<file path="config.mk">
export PLATFORM = sky130hd
export DESIGN_NAME = frame_sequencer
export DESIGN_NICKNAME = d
export VERILOG_FILES = /design/src/rtl/frame_sequencer.sv
export SDC_FILE = /design/constraint.sdc
export NUM_CORES = 1
export LEC_CHECK = 0
export CAP_MARGIN = 20
export CORE_ASPECT_RATIO = 2
export CORE_MARGIN = 8
export CORE_UTILIZATION = 30
export CTS_BUF_LIST = sky130_fd_sc_hd__clkbuf_4 sky130_fd_sc_hd__clkbuf_8
export DETAILED_ROUTE_END_ITERATION = 12
export HOLD_SLACK_MARGIN = 0.08
export MAX_ROUTING_LAYER = met4
export PLACE_DENSITY = 0.62
export SYNTH_ARGS = -nofsm -noshare
export SYNTH_HDL_FRONTEND = slang
export SYNTH_SLANG_ARGS = --single-unit
export TNS_END_PERCENT = 5
</file>
<file path="constraint.sdc">
create_clock -name sys_clk -period 3.7 [get_ports sys_clk]
set_input_delay 0.555 -clock sys_clk [delete_from_list [all_inputs] [get_ports sys_clk]]
set_output_delay 0.555 -clock sys_clk [all_outputs]
set_load 0.1 [all_outputs]
</file>
<file path="src/rtl/frame_sequencer.sv">
// Per-frame scheduler for the two player calculators: waits for both, resolves hits, commits the
// authoritative player registers and sequences round end, scoring and round restart.
module frame_sequencer #(
   parameter int unsigned STATE_DEPTH        = 3,
   parameter int unsigned SPRITE_INDEX_DEPTH = 3,
   parameter int unsigned POSITION_DEPTH     = 10,
   parameter int unsigned PLAYER_WIDTH       = 64,
   parameter int unsigned CALC_TIMEOUT       = 15,
   parameter int unsigned KICK_RANGE         = 40,
   parameter int unsigned GRAB_RANGE         = 8,
   parameter int unsigned KICK_ACTIVE_FRAME  = 2,
   parameter int unsigned GRAB_ACTIVE_FRAME  = 1,
   parameter int unsigned ROUND_END_FRAMES   = 60,
   parameter int unsigned P1_START_POS       = 100,
   parameter int unsigned P2_START_POS       = 500,
   parameter int unsigned SCORE_DEPTH        = 4,
   parameter int unsigned ST_NOTHING         = 0,
   parameter int unsigned ST_KICK            = 1,
   parameter int unsigned ST_GRAB            = 2,
   parameter int unsigned ST_BLOCK           = 3,
   parameter int unsigned ST_WIN             = 4,
   parameter int unsigned ST_LOSE            = 5
) (
   input  logic                          sys_clk,
   input  logic                          reset,
   input  logic                          frame_clk,
   input  logic                          p1_done,
   input  logic                          p2_done,
   input  logic [STATE_DEPTH-1:0]        p1_next_state,
   input  logic [STATE_DEPTH-1:0]        p2_next_state,
   input  logic [SPRITE_INDEX_DEPTH-1:0] p1_next_sprite,
   input  logic [SPRITE_INDEX_DEPTH-1:0] p2_next_sprite,
   input  logic [POSITION_DEPTH-1:0]     p1_next_pos,
   input  logic [POSITION_DEPTH-1:0]     p2_next_pos,
   output logic [STATE_DEPTH-1:0]        p1_state,
   output logic [STATE_DEPTH-1:0]        p2_state,
   output logic [SPRITE_INDEX_DEPTH-1:0] p1_sprite,
   output logic [SPRITE_INDEX_DEPTH-1:0] p2_sprite,
   output logic [POSITION_DEPTH-1:0]     p1_pos,
   output logic [POSITION_DEPTH-1:0]     p2_pos,
   output logic                          p1_hit,
   output logic                          p2_hit,
   output logic                          frame_commit,
   output logic                          round_over,
   output logic                          round_start,
   output logic [SCORE_DEPTH-1:0]        p1_score,
   output logic [SCORE_DEPTH-1:0]        p2_score,
   output logic                          calc_timeout,
   output logic                          frame_overrun
);

   localparam int unsigned CNT_W = $clog2(CALC_TIMEOUT + 1);
   localparam int unsigned RND_W = $clog2(ROUND_END_FRAMES + 1);
   localparam int unsigned GAP_W = POSITION_DEPTH + 2;

   localparam logic [STATE_DEPTH-1:0] S_NOTHING = STATE_DEPTH'(ST_NOTHING);
   localparam logic [STATE_DEPTH-1:0] S_KICK    = STATE_DEPTH'(ST_KICK);
   localparam logic [STATE_DEPTH-1:0] S_GRAB    = STATE_DEPTH'(ST_GRAB);
   localparam logic [STATE_DEPTH-1:0] S_BLOCK   = STATE_DEPTH'(ST_BLOCK);
   localparam logic [STATE_DEPTH-1:0] S_WIN     = STATE_DEPTH'(ST_WIN);
   localparam logic [STATE_DEPTH-1:0] S_LOSE    = STATE_DEPTH'(ST_LOSE);

   localparam logic [SPRITE_INDEX_DEPTH-1:0] KICK_SPR = SPRITE_INDEX_DEPTH'(KICK_ACTIVE_FRAME);
   localparam logic [SPRITE_INDEX_DEPTH-1:0] GRAB_SPR = SPRITE_INDEX_DEPTH'(GRAB_ACTIVE_FRAME);
   localparam logic [POSITION_DEPTH-1:0]     P1_START = POSITION_DEPTH'(P1_START_POS);
   localparam logic [POSITION_DEPTH-1:0]     P2_START = POSITION_DEPTH'(P2_START_POS);
   localparam logic [CNT_W-1:0]              CALC_LIMIT = CNT_W'(CALC_TIMEOUT);
   localparam logic [RND_W-1:0]              RND_LAST   = RND_W'(ROUND_END_FRAMES - 1);
   localparam logic [GAP_W-1:0]              KICK_GAP   = GAP_W'(KICK_RANGE);
   localparam logic [GAP_W-1:0]              GRAB_GAP   = GAP_W'(GRAB_RANGE);

   typedef enum logic [2:0] {
      StIdle,
      StCalc,
      StResolve,
      StCommit,
      StRoundEnd,
      StRestart
   } state_e;

   state_e                          state_q, state_d;
   logic [2:0]                      sync_q;
   logic                            fedge_q;
   logic [CNT_W-1:0]                calc_cnt_q;
   logic [RND_W-1:0]                round_cnt_q;
   logic [STATE_DEPTH-1:0]          p1_state_q, p2_state_q;
   logic [SPRITE_INDEX_DEPTH-1:0]   p1_sprite_q, p2_sprite_q;
   logic [POSITION_DEPTH-1:0]       p1_pos_q, p2_pos_q;
   logic                            p1_hit_q, p2_hit_q;
   logic                            frame_commit_q, round_start_q;
   logic [SCORE_DEPTH-1:0]          p1_score_q, p2_score_q;
   logic                            calc_timeout_q, frame_overrun_q;

   logic                            calc_done, timeout_hit, round_end_hit;
   logic                            p1_win, p2_win;
   logic [GAP_W-1:0]                diff, gap;
   logic                            p1_lands, p2_lands;

   assign calc_done   = p1_done & p2_done;
   assign timeout_hit = (calc_cnt_q == CALC_LIMIT);
   assign p1_win      = (p1_next_state == S_WIN);
   assign p2_win      = (p2_next_state == S_WIN);
   assign round_end_hit = p1_win | p2_win | (p1_next_state == S_LOSE) |
                          (p2_next_state == S_LOSE);

   // Extra headroom bit makes an overlap (negative gap) visible as the sign bit.
   assign diff = GAP_W'(p2_next_pos) - GAP_W'(p1_next_pos) - GAP_W'(PLAYER_WIDTH);
   assign gap  = diff[GAP_W-1] ? '0 : diff;

   assign p1_lands =
      ((p1_next_state == S_KICK) && (p1_next_sprite == KICK_SPR) && (gap <= KICK_GAP) &&
       (p2_next_state != S_BLOCK)) ||
      ((p1_next_state == S_GRAB) && (p1_next_sprite == GRAB_SPR) && (gap <= GRAB_GAP));
   assign p2_lands =
      ((p2_next_state == S_KICK) && (p2_next_sprite == KICK_SPR) && (gap <= KICK_GAP) &&
       (p1_next_state != S_BLOCK)) ||
      ((p2_next_state == S_GRAB) && (p2_next_sprite == GRAB_SPR) && (gap <= GRAB_GAP));

   always_comb begin
      state_d = state_q;
      unique case (state_q)
         StIdle:     if (fedge_q) state_d = StCalc;
         StCalc:     if (calc_done || timeout_hit) state_d = StResolve;
         StResolve:  state_d = StCommit;
         StCommit:   state_d = round_end_hit ? StRoundEnd : StIdle;
         StRoundEnd: if (fedge_q && (round_cnt_q == RND_LAST)) state_d = StRestart;
         StRestart:  state_d = StIdle;
         default:    state_d = StIdle;
      endcase
   end

   always_ff @(posedge sys_clk or negedge reset) begin
      if (!reset) begin
         state_q <= StIdle;
      end else begin
         state_q <= state_d;
      end
   end

   always_ff @(posedge sys_clk or negedge reset) begin
      if (!reset) begin
         sync_q          <= '0;
         fedge_q         <= 1'b0;
         calc_cnt_q      <= '0;
         round_cnt_q     <= '0;
         p1_state_q      <= S_NOTHING;
         p2_state_q      <= S_NOTHING;
         p1_sprite_q     <= '0;
         p2_sprite_q     <= '0;
         p1_pos_q        <= P1_START;
         p2_pos_q        <= P2_START;
         p1_hit_q        <= 1'b0;
         p2_hit_q        <= 1'b0;
         frame_commit_q  <= 1'b0;
         round_start_q   <= 1'b0;
         p1_score_q      <= '0;
         p2_score_q      <= '0;
         calc_timeout_q  <= 1'b0;
         frame_overrun_q <= 1'b0;
      end else begin
         sync_q         <= {sync_q[1:0], frame_clk};
         fedge_q        <= sync_q[1] & ~sync_q[2];
         frame_commit_q <= 1'b0;
         round_start_q  <= 1'b0;

         if (state_q == StCalc) calc_cnt_q <= calc_cnt_q + 1'b1;
         else                   calc_cnt_q <= '0;

         if (state_q == StCommit)                round_cnt_q <= '0;
         else if (state_q == StRoundEnd && fedge_q) round_cnt_q <= round_cnt_q + 1'b1;

         if (state_q == StCalc && timeout_hit && !calc_done) calc_timeout_q <= 1'b1;
         if (fedge_q && (state_q inside {StCalc, StResolve, StCommit, StRestart})) begin
            frame_overrun_q <= 1'b1;
         end

         // Simultaneous landings cancel out.
         if (state_q == StResolve) begin
            p1_hit_q <= p1_lands & ~p2_lands;
            p2_hit_q <= p2_lands & ~p1_lands;
         end

         if (state_q == StCommit) begin
            p1_state_q     <= p1_next_state;
            p2_state_q     <= p2_next_state;
            p1_sprite_q    <= p1_next_sprite;
            p2_sprite_q    <= p2_next_sprite;
            p1_pos_q       <= p1_next_pos;
            p2_pos_q       <= p2_next_pos;
            frame_commit_q <= 1'b1;
            if (p1_win && !p2_win && (p1_score_q != '1)) p1_score_q <= p1_score_q + 1'b1;
            if (p2_win && !p1_win && (p2_score_q != '1)) p2_score_q <= p2_score_q + 1'b1;
         end

         if (state_q == StRestart) begin
            p1_state_q    <= S_NOTHING;
            p2_state_q    <= S_NOTHING;
            p1_sprite_q   <= '0;
            p2_sprite_q   <= '0;
            p1_pos_q      <= P1_START;
            p2_pos_q      <= P2_START;
            p1_hit_q      <= 1'b0;
            p2_hit_q      <= 1'b0;
            round_start_q <= 1'b1;
         end
      end
   end

   assign p1_state      = p1_state_q;
   assign p2_state      = p2_state_q;
   assign p1_sprite     = p1_sprite_q;
   assign p2_sprite     = p2_sprite_q;
   assign p1_pos        = p1_pos_q;
   assign p2_pos        = p2_pos_q;
   assign p1_hit        = p1_hit_q;
   assign p2_hit        = p2_hit_q;
   assign frame_commit  = frame_commit_q;
   assign round_over    = (state_q == StRoundEnd);
   assign round_start   = round_start_q;
   assign p1_score      = p1_score_q;
   assign p2_score      = p2_score_q;
   assign calc_timeout  = calc_timeout_q;
   assign frame_overrun = frame_overrun_q;

endmodule

</file>
==> results summary, run 1 <==
The flow ran to the end, and the final reports show no timing, DRC or antenna violations. Summed over all layers, the routed wires come to between 9000 and 10,000 µm. The detailed-route DRC error count is 0. In the global route stage, overall resource usage came out at 0.135. The peak supply drop is 554 µV. The post-route antenna net violation count is 0. Setup repair after global routing left no endpoint under its margin. The count of filler cells inserted in the layout came out at 1,109.

Yosys mapped a number of flops with a built-in enable equal to 0. Ranked by instance count, the synthesized netlist is headed by 54 x dfrtp_1, 51 x nand2_1, 24 x nor2_1, 18 x inv_1, 17 x o21ai_0. After synthesis, the largest family of logic cells by area is simple AND/OR/NAND/NOR gates. The floorplan step set the die width to 90.0 µm. In the post-synthesis netlist, the biggest area contributors are dfrtp_1 41%, dfstp_2 7.2%, nand2_1 5.8%.

The H-tree generated during clock tree synthesis spans 3 levels. The XOR/XNOR share of the synthesized area is 0.0507. The flip-flop and latch count after synthesis is 63. Counting distinct cell types in the post-synthesis netlist gives 53. The post-synthesis instance area is 3280 µm². The most numerous cell in the Yosys netlist is dfrtp_1. For this design the top-level I/O count stands at 84. The area fraction in and, or, nand and nor cells after synthesis came out at 0.186. The power per unit of standard cell area came out at 954 nW/µm². The floorplan core area came out at roughly 11,000 µm². The total power is roughly 4.4 mW. The area overhead of the layout relative to synthesis is 41.1%. The maximum operating frequency is 0.286 GHz.

The maximum buffer depth of the clock tree came out at 2. The path class of the lowest-slack min-delay path is in -> async. The nature of the critical path endpoint is a flip-flop. The via count of the first global-routing pass came to 2,981.

Along the worst path, the maximum fanout reaches 3. The first global-routing pass estimated 15,200 µm of wire. The predominant post-synthesis flop cell is dfrtp_1. The number of design-rule violations left by the first detailed-router iteration came out at around 110. The worst setup path is launched from an input pin. At the end of routability-driven placement, the weighted congestion stood at 0.879.

Across all layers, the routed design uses 2,851 vias. The initialized floorplan defines 54 standard-cell rows. The aggregate global routing overflow came out at 0. The sequential-to-total area share from yosys stat came out at 0.483. The number of antenna violations at the first check in global routing was 1. Of the cells placed in the final design, the portion with a size suffix greater than 1 is 0.159. The actual slew at the worst max-slew pin came out at between 1000 and 1500 ps.

The number of clock buffers inserted by TritonCTS is 9. The number of detailed-route iterations in the first pass is 4. The multiplexer fraction of the synthesized cell area is 0.00686. The clock slew seen by the registers of the worst setup and hold paths came out at 80 ps. The area of the die is about 15,000 µm². The height of the chip came out at 164 µm.

The average detailed-routed wire length per instance is between 15 and 20 µm. Entering global routing, the biggest net connects a little over 40 pins. The average cell area after synthesis is around 10 µm². At the end of the flow the core is filled with cells to 0.429. The synthesized design spends more area on one cell type than any other, namely dfrtp_1. The arrival time at the worst endpoint came out at 3760 ps. The reported leakage power is about 2.1 nW. The clock skew is 7.47 ps. Summed over all nets, the half-perimeter wirelength after detailed placement is 7560 µm. The synthesized netlist net count came out at 380.

The post-route clock period utilization is 0.946. The worst max-slew margin expressed relative to the limit came out at 0.292. The detail-routed via count per cell is 4.92. The number of hold violations in the final report came out at 0. The clock sink total came out at 63. Across the run, the number of max-cap violations was 0. The net count reported at finish came out at roughly 500. The count of buffers inserted at the top-level ports is 83. The adder-cell area share of the yosys netlist is 0.0632.

The clock tree root driver cell is clkbuf_8. The number of standard cells after synthesis is 327. The Yosys step of the flow raised 0 warnings. The fraction of the mapped netlist area in compound gates came out at 0.177. The critical setup path kind is in -> reg. The final count of negative-setup-slack endpoints came out at 0. The final max-slew violation count came out at 0.

The required time of the worst setup path is ~4000 ps. The effective utilization at floorplan is 0.304. The clock latency reported for the late side of the worst-skew pair came out at 340 ps. The share of Yosys cell area claimed by the top area cell type is 0.411. TritonCTS built the clock tree.

The async set or reset register ratio after synthesis is 1.00. For the finished layout, the period the worst path requires is about 3500 ps. After clock tree synthesis, the flow added hold-fix buffers numbering 0.
worst paths after layout:
check	from	to	slack, ps	cells past startpoint
worst max-delay path	p1_next_pos[0]	p2_hit	200	15
worst min-delay path	reset	p1_score[1]	340	1
min in group sys_clk	sync_q[0]	sync_q[1]	350	0
worst min register to register	sync_q[0]	sync_q[1]	350	0
worst max register to register	state_q[1]	p1_sprite[2]	1510	6
max in group asynchronous	reset	p1_pos[5]	2450	2
routing by layer:
metal | global-route usage | share of wire
met4 | 0.0770 | 0.040
met5 | - | 0
met3 | 0.0178 | 0.018
met1 | 0.126 | 0.37
met2 | 0.257 | 0.57
state kept, by name, indices dropped and copies added (netlist names), 3 cells and up:
register / cells
state_q: 3
p1_score: 4
calc_cnt_q: 4
p2_state: 3
p2_score: 4
p2_pos: 10
p1_sprite: 3
round_cnt_q: 6
p1_pos: 10
sync_q: 3
p1_state: 3
p2_sprite: 3
power breakdown:
part	leakage (nW)	total (mW)	switching [mW]	internal, mW
Combinational	1.19	2.72	2.04	0.680
Sequential	0.789	1.15	0.181	0.965
Clock	0.0849	0.555	0.292	0.263
layout make-up:
type	count	area [µm²]	area share
clock inverter	6	45.0	0.00972
multi-input combinational	236	1620	0.350
clock buffer	10	138	0.0297
antenna	1	2.50	0.000540
tap	140	175	0.0378
sequential	63	1590	0.343
timing repair buffer	105	991	0.214
inverter	19	71.3	0.0154
placed cells by master (no fill, tap or decap), drive strengths merged, types with 9 or more instances in the layout:
cell type,Yosys,routed
clkdlybuf4s50,0,80
dfrtp,54,54
nand2,51,51
nor2,24,24
buf,0,24
o21ai,20,20
inv,18,19
a21oi,16,16
a22o,15,15
ha,15,15
nand3,13,13
clkbuf,9,10
xor2,9,9
dfstp,9,9
kinds of logic (layout without fill, tap and decap cells):
logic type | after synthesis | count (layout)
other cells | 0 | 1
compound gates | 78 | 78
buf+inv | 28 | 140
mux | 2 | 2
fa+ha+maj | 16 | 16
simple gates | 124 | 124
flops | 63 | 63
xor+xnor | 16 | 16
metrics by stage:
step | TNS, ps | hold WS [ps] | instances | setup slack, ps | area (µm²)
finish | 0 | 338 | 580 | 200 | 4630
global route | 0 | 355 | 580 | 32.7 | 4630
CTS | 0 | 353 | 577 | 19.5 | 4580
detailed placement | -416 | 335 | 561 | -323 | 4400
global placement | -319 | 332 | 561 | -275 | 4400
floorplan | 0 | 259 | 327 | 263 | 3290
what timing repair did:
action | in CTS | in global routing
hold endpoints to repair | 0 | 0
gates resized for setup | 0 | 6
endpoints found under the setup margin | 0 | 1
setup buffers | 0 | 2
worst max-delay path: stages:
cell	delay, ps
clkdlybuf4s50_1	490
ha_2	180
inv_1	50
fa_2	360
a211oi_4	320
o21ai_4	110
a21o_2	250
ha_4	180
xnor2_4	180
nand4b_4	140
o32ai_4	220
nand4_1	120
o211ai_1	120
or3b_1	360
a21oi_1	140
Power figures use the tool's default switching activity.
==> inputs of run 2 (changes only) <==
Clock period 3.7 ns to 4.19 ns, I/O delays scaled along.
==> run 2 against run 1 <==
Net effect:
- sequential power down 12%
- register-to-register slack improved by 200 ps
- first-iteration DRC count is 19% higher
- clock skew down 0.83 ps
- critical path type unchanged
- highest routed layer unchanged
==> results summary, run 2 (synthesis results as in run 1) <==
The peak supply drop is 372 µV (was 554 µV). The leading cell type in the layout, fill and taps excluded is clkdlybuf4s50_1 (unchanged). The max-cap violation count came out at 0 (unchanged).

The power per unit of standard cell area is 868 nW/µm² (was 954 nW/µm²). The post-route antenna net violation count is 0 (unchanged). The height of the chip is 164 µm (unchanged). The fraction of layout instances using a drive strength above 1 is 0.112 (was 0.159). The clock skew was 6.64 ps (was 7.47 ps). The via count of the first global-routing pass is 2,883 (was 2,981).

The gate family responsible for the most delay along the worst path is compound AO/OA/AOI/OAI gates (unchanged). Unrepaired setup endpoints after global routing: no (unchanged). The overall fraction of global-route tracks in use came out at 0.135 (about the same). The maximum operating frequency is 0.259 GHz. The final count of negative-setup-slack endpoints is 0 (unchanged). The floorplan core area is 10,800 µm² (unchanged). The maximum buffer depth of the clock tree is 2 (unchanged). The aggregate global routing overflow came out at 0 (unchanged). The clock latency reported for the late side of the worst-skew pair came out at 350 ps (was 340 ps).

The cell with the largest stage delay on the worst path was clkdlybuf4s50_1 (unchanged). The number of hold violations in the final report came out at 0 (unchanged). The average detailed-routed wire length per instance came out at 17.0 µm (was 16.5 µm). Commonest cells after routing, fill and taps aside: 82 x clkdlybuf4s50_1, 54 x dfrtp_1, 51 x nand2_1 (was 80 x clkdlybuf4s50_1, 54 x dfrtp_1, 51 x nand2_1). The final wirelength came to 9560 µm (was 9580 µm).

The detailed-route DRC error count is 0 (unchanged). The first-pass GRT wire length came to 15,000 µm (was 15,200 µm). The count of cell instances traversed by the critical path came out at 16 (was 15). The final max-slew violation count is 0 (unchanged). The number of antenna violations at the first check in global routing is 0 (was 1).

The area overhead of the layout relative to synthesis was 35.9% (was 41.1%). The worst max-slew margin expressed relative to the limit came to 0.306 (was 0.292). The count of hold-fix buffers inserted at cts was 0 (unchanged). Critical Path, Cell by Cell: clkdlybuf4s50_1 -> ha_1 -> inv_1 -> fa_1 -> a211oi_4 -> o21ai_4 -> a21oi_2 -> a21o_2 -> ha_1 -> xnor2_4 -> nand4b_4 -> o32ai_2 -> nand4_1 -> o211ai_1 -> or3b_1 -> a21oi_1 (was clkdlybuf4s50_1 -> ha_2 -> inv_1 -> fa_2 -> a211oi_4 -> o21ai_4 -> a21o_2 -> ha_4 -> xnor2_4 -> nand4b_4 -> o32ai_4 -> nand4_1 -> o211ai_1 -> or3b_1 -> a21oi_1).

The standard-cell row count came out at 54 (unchanged). The path class of the lowest-slack min-delay path is reg -> reg (was in -> async). The worst setup slack before clock tree synthesis came out at -26.6 ps (was -323 ps). The final weighted congestion in routability-driven placement came to 0.831 (was 0.879). The final HPWL from detailed placement came out at 7460 µm (was 7560 µm). The highest fanout seen on the critical path is 6 (was 3).

The nature of the critical path endpoint is a flip-flop (unchanged). The largest net degree at the start of global routing came out at 42 (was 41). The number of design-rule violations left by the first detailed-router iteration is 127 (was 107). The clock sink total came out at 63 (unchanged). The reported leakage power is 1.98 nW (was 2.07 nW). The via count of the routed design came out at 2,735 (was 2,851). The area of the die is 14,800 µm² (unchanged). The dominant cell type by count on the critical path is ha_1.

The net count reported at finish is 469 (was 487). The worst reg2reg path depth is 7 (was 6). The setup slack of the critical path after layout is 325 ps (was 200 ps). The critical setup path kind is in -> reg (unchanged). The clock tree root driver cell is clkbuf_8 (unchanged).

The count of buffers inserted at the top-level ports came out at 83 (unchanged). Outcome: finished, final reports clean (unchanged). The worst path buffer plus inverter count was 2 (unchanged). The number of detailed-route iterations in the first pass is 4 (unchanged). The actual slew at the worst max-slew pin was 1040 ps (was 1060 ps). The clock slew seen by the registers of the worst setup and hold paths came out at 70 ps (was 80 ps). The antenna diode instance count was 0 (was 1). The horizontal die dimension is 90.0 µm (unchanged). The critical path startpoint category was an input pin (unchanged). The number of clock buffers inserted by TritonCTS came out at 9 (unchanged). The buffer count from post-CTS setup fixing is 0 (unchanged). The post-route clock period utilization is 0.922. Counting I/O delays and the setup requirement, the final critical path takes 3870 ps. The hold slack is 350 ps (was 338 ps).

The sequential cell area in the final layout came out at 1590 µm² (unchanged). The required time of the worst setup path was 4460 ps (was 3960 ps). The worst hold path was traced through 0 stages. The arrival time at the worst endpoint came out at 4130 ps (was 3760 ps). The footprint of the multi-input gates is 1590 µm² (was 1620 µm²). The effective utilization at floorplan came out at 0.304 (unchanged).

The number of top-level design ports is 84 (unchanged). The count of filler cells inserted in the layout is 1,077 (was 1,109). The post-CTS resize count is 0 (unchanged). The CTS tree is yes (unchanged). The detail-routed via count per cell is 4.88 (was 4.92).

The H-tree depth reported by CTS is 3 (unchanged). The largest stage delay on the critical path came out at 500 ps (was 490 ps).
[run 2: cell count changes in the layout (fill, tap and decap cells not counted), sizes merged]
cell	previous run	this run
buf	24	5
clkbuf	10	13
clkdlybuf4s50	80	82
clkinvlp	3	1
diode	1	0
dlymetal6s2s	1	0
inv	19	18
[run 2: power by group]
group,switching [mW],internal [mW]
clock network,0.239,0.258
registers,0.157,0.853
logic,1.79,0.575
total,2.19,1.69
[run 2: worst reg2reg max path: stages, from the launching register on]
cell and delay [ps]:
dfrtp_1 440, nor2b_1 180, nand2_1 80, buf_4 270, clkinv_1 660, nor2_1 280, buf_4 320, a22o_1 200
[run 2: per-stage QoR]
| stage | total power, mW | TNS, ps | instance area (µm²) | std cells | util |
|---|---|---|---|---|---|
| floorplan | 2.79 | 0 | 3280 | 327 | - |
| detailed placement | 3.40 | -26.6 | 4280 | 545 | 0.396 |
| global placement | 3.39 | 0 | 4280 | 545 | 0.396 |
| global route | 4.05 | 0 | 4460 | 561 | 0.413 |
| CTS | 3.92 | 0 | 4460 | 561 | 0.413 |
| finish | 3.87 | 0 | 4460 | 561 | 0.413 |
[run 2: final cells by class]
cell class / count / area share
multi-input combinational: 236 / 0.356
sequential: 63 / 0.356
timing repair buffer: 87 / 0.192
tap: 140 / 0.0392
clock buffer: 13 / 0.0373
inverter: 19 / 0.0160
clock inverter: 3 / 0.00392
[run 2: layer usage]
metal	vias to the layer above	global-route usage	wire length, µm
met5	-	-	0
met4	0	0.0793	365
met3	24	0.0229	239
met2	67	0.254	5540
met1	1318	0.125	3410
li1	1326	-	-
[run 2: path summary, 6_finish.rpt]
| path | start | to | slack (ps) |
|---|---|---|---|
| setup / recovery | p1_next_pos[0] | p2_hit | 320 |
| hold / removal | sync_q[0] | sync_q[1] | 350 |
| setup reg to reg | state_q[1] | p2_sprite[1] | 1710 |
| hold reg to reg | sync_q[0] | sync_q[1] | 350 |
| max in group asynchronous | reset | p2_pos[8] | 2850 |
| min in group asynchronous | reset | p2_score[1] | 410 |
==> inputs of run 3 (changes only) <==
Settings changed: GPL_ROUTABILITY_DRIVEN from default to 0, SETUP_SLACK_MARGIN from default to 0.2.
Clock period 4.19 ns to 4.21 ns, I/O delays scaled along.
==> run 3 against run 2 <==
Net effect:
- flip-flop and latch count did not move
- wire length increased by 1.1%
- cell area about the same
- critical path type unchanged
==> results summary, run 3 (synthesis results as in run 1) <==
The actual slew at the worst max-slew pin came out at 1050 ps (was 1040 ps). The smallest clock period supported by the final layout is computed as 3770 ps. The instance count after placement with tap cells included is 545 (unchanged). The capture endpoint of the worst hold path is sync_q[1] (unchanged).

The post-route antenna net violation count came out at 0 (unchanged). The highest fanout seen on the critical path came to 6 (unchanged). The worst path buffer plus inverter count is 2 (unchanged). The peak supply drop was 397 µV (was 372 µV).

The number of top-level design ports is 84 (unchanged). The number of hold violations in the final report came out at 0 (unchanged). The required time of the worst setup path came out at 4480 ps (was 4460 ps).

The net count reported at finish is 469 (unchanged). The final count of negative-setup-slack endpoints came out at 0 (unchanged). The overall fraction of global-route tracks in use came to 0.138 (was 0.135). The count of filler cells inserted in the layout came to 1,073 (was 1,077). The path class of the lowest-slack min-delay path is reg -> reg (unchanged). The clock latency reported for the late side of the worst-skew pair was 350 ps (about the same). The critical path startpoint category is an input pin (unchanged). The maximum buffer depth of the clock tree is 2 (unchanged).

The via count of the first global-routing pass came to 3,040 (was 2,883). The aggregate global routing overflow is 0 (unchanged). The count of buffers inserted at the top-level ports came out at 83 (unchanged). The horizontal die dimension came out at 90.0 µm (unchanged).

The power per unit of standard cell area is 859 nW/µm² (was 868 nW/µm²). The internal reg-to-reg setup slack came out at 1770 ps (was 1710 ps). The average detailed-routed wire length per instance is 17.2 µm (was 17.0 µm).

The number of detailed-route iterations in the first pass came out at 4 (unchanged). The number of design-rule violations left by the first detailed-router iteration is 130 (was 127). The CTS tree is yes (unchanged).

The clock skew came out at 10.7 ps (was 6.64 ps). The final HPWL from detailed placement was 7540 µm (was 7460 µm). The fraction of layout instances using a drive strength above 1 came out at 0.119 (was 0.112). The worst setup slack before clock tree synthesis came to -21.9 ps (was -26.6 ps). The floorplan core area came out at 10,800 µm² (unchanged). The clock sink total is 63 (unchanged). Critical Path, Cell by Cell: clkdlybuf4s50_1 -> ha_2 -> inv_1 -> fa_2 -> a211oi_4 -> o21ai_4 -> a21oi_2 -> a21o_2 -> ha_2 -> xnor2_4 -> nand4b_4 -> o32ai_4 -> nand4_1 -> o211ai_1 -> or3b_1 -> a21oi_1 (was clkdlybuf4s50_1 -> ha_1 -> inv_1 -> fa_1 -> a211oi_4 -> o21ai_4 -> a21oi_2 -> a21o_2 -> ha_1 -> xnor2_4 -> nand4b_4 -> o32ai_2 -> nand4_1 -> o211ai_1 -> or3b_1 -> a21oi_1). The startpoint of the most critical register-to-register path was state_q[1] (unchanged). The worst min-delay path startpoint is sync_q[0] (unchanged). The height of the chip came to 164 µm (unchanged). The leading cell type in the layout, fill and taps excluded is clkdlybuf4s50_1 (unchanged). The first-pass GRT wire length is 15,500 µm (was 15,000 µm). The final wirelength came out at 9660 µm (was 9560 µm). The arrival time at the worst endpoint is 4040 ps (was 4130 ps).

The max-cap violation count came out at 0 (unchanged). The detailed-route DRC error count is 0 (unchanged). The standard-cell row count is 54 (unchanged). The reported leakage power came out at 1.97 nW (was 1.98 nW). The total power is 3.84 mW (was 3.87 mW).

The H-tree depth reported by CTS came out at 3 (unchanged). The setup slack of the critical path after layout came out at 437 ps (was 325 ps). The via count of the routed design came to 2,797 (was 2,735).

The buffer count from post-CTS setup fixing is 0 (unchanged). The largest stage delay on the critical path is 500 ps (about the same). The source of the critical timing path was p1_next_pos[0] (unchanged).

The largest net degree at the start of global routing came out at 42 (unchanged). The final max-slew violation count came out at 0 (unchanged). The dominant cell type by count on the critical path is ha_2 (was ha_1).

The count of cell instances traversed by the critical path is 16 (unchanged). The gate family responsible for the most delay along the worst path is compound AO/OA/AOI/OAI gates (unchanged). The end of the worst register-to-register path is p1_state[0] (was p2_sprite[1]).

The critical setup path kind is in -> reg (unchanged). The post-route clock period utilization came out at 0.896. The clock slew seen by the registers of the worst setup and hold paths came to 70 ps (about the same). The nature of the critical path endpoint is a flip-flop (unchanged). The number of clock buffers inserted by TritonCTS is 9 (unchanged).

The effective utilization at floorplan is 0.304 (unchanged). Commonest cells after routing, fill and taps aside: 82 x clkdlybuf4s50_1, 54 x dfrtp_1, 51 x nand2_1 (unchanged). Unrepaired setup endpoints after global routing: no (unchanged). The worst reg2reg path depth came out at 7 (unchanged).

The number of antenna violations at the first check in global routing came to 0 (unchanged). The area of the die is 14,800 µm² (unchanged). The hold slack is 355 ps (was 350 ps).

The detail-routed via count per cell is 4.99 (was 4.88). The non-filler instance count after layout is 561 (unchanged). The clock tree root driver cell is clkbuf_8 (unchanged). Outcome: finished, final reports clean (unchanged). The depth of the worst hold-timing path is 0 (unchanged). The area overhead of the layout relative to synthesis came out at 36.0% (was 35.9%). The maximum operating frequency came out at 0.265 GHz. The total negative setup slack is 0 ps (unchanged). The antenna diode instance count is 0 (unchanged). The worst max-slew margin expressed relative to the limit came to 0.299 (was 0.306). The cell with the largest stage delay on the worst path was clkdlybuf4s50_1 (unchanged).
run 3: worst max path at each step:
stage,endpoint
after floorplan,round_cnt_q[5]
final,p2_hit
after detailed placement,p2_hit
after global routing,p2_hit
after global placement,p2_hit
after CTS,p2_hit
run 3: timing repair:
action,in CTS,in global routing
gates resized for setup,0,4
setup endpoints to repair,0,1
hold buffers,0,0
hold endpoints to repair,0,0
run 3: layout make-up:
type	count	area, µm²	share of cell area
flip-flops and latches	63	1590	0.355
multi-input cells	236	1610	0.360
well taps	140	175	0.0392
clock buffers	12	146	0.0328
inverters	19	71.3	0.0160
clock inverters	4	22.5	0.00504
repair buffers	87	856	0.192
run 3: per-layer routing:
metal | GRT usage | up-vias | wire length [µm]
li1 | - | 1331 | -
met1 | 0.125 | 1379 | 3520
met2 | 0.260 | 65 | 5530
met3 | 0.0265 | 22 | 245
met4 | 0.0793 | 0 | 365
met5 | - | - | 0
run 3: metrics by stage:
step | util | instance area, µm²
5_1_grt | 0.413 | 4470
6_report | 0.413 | 4470
2_1_floorplan | - | 3280
3_3_place_gp | 0.396 | 4280
3_5_place_dp | 0.396 | 4280
4_1_cts | 0.411 | 4450
run 3: power by group:
part	internal, mW	switching [mW]	total, mW
sequential	0.849	0.157	1.01
combinational	0.575	1.80	2.37
clock	0.230	0.230	0.460
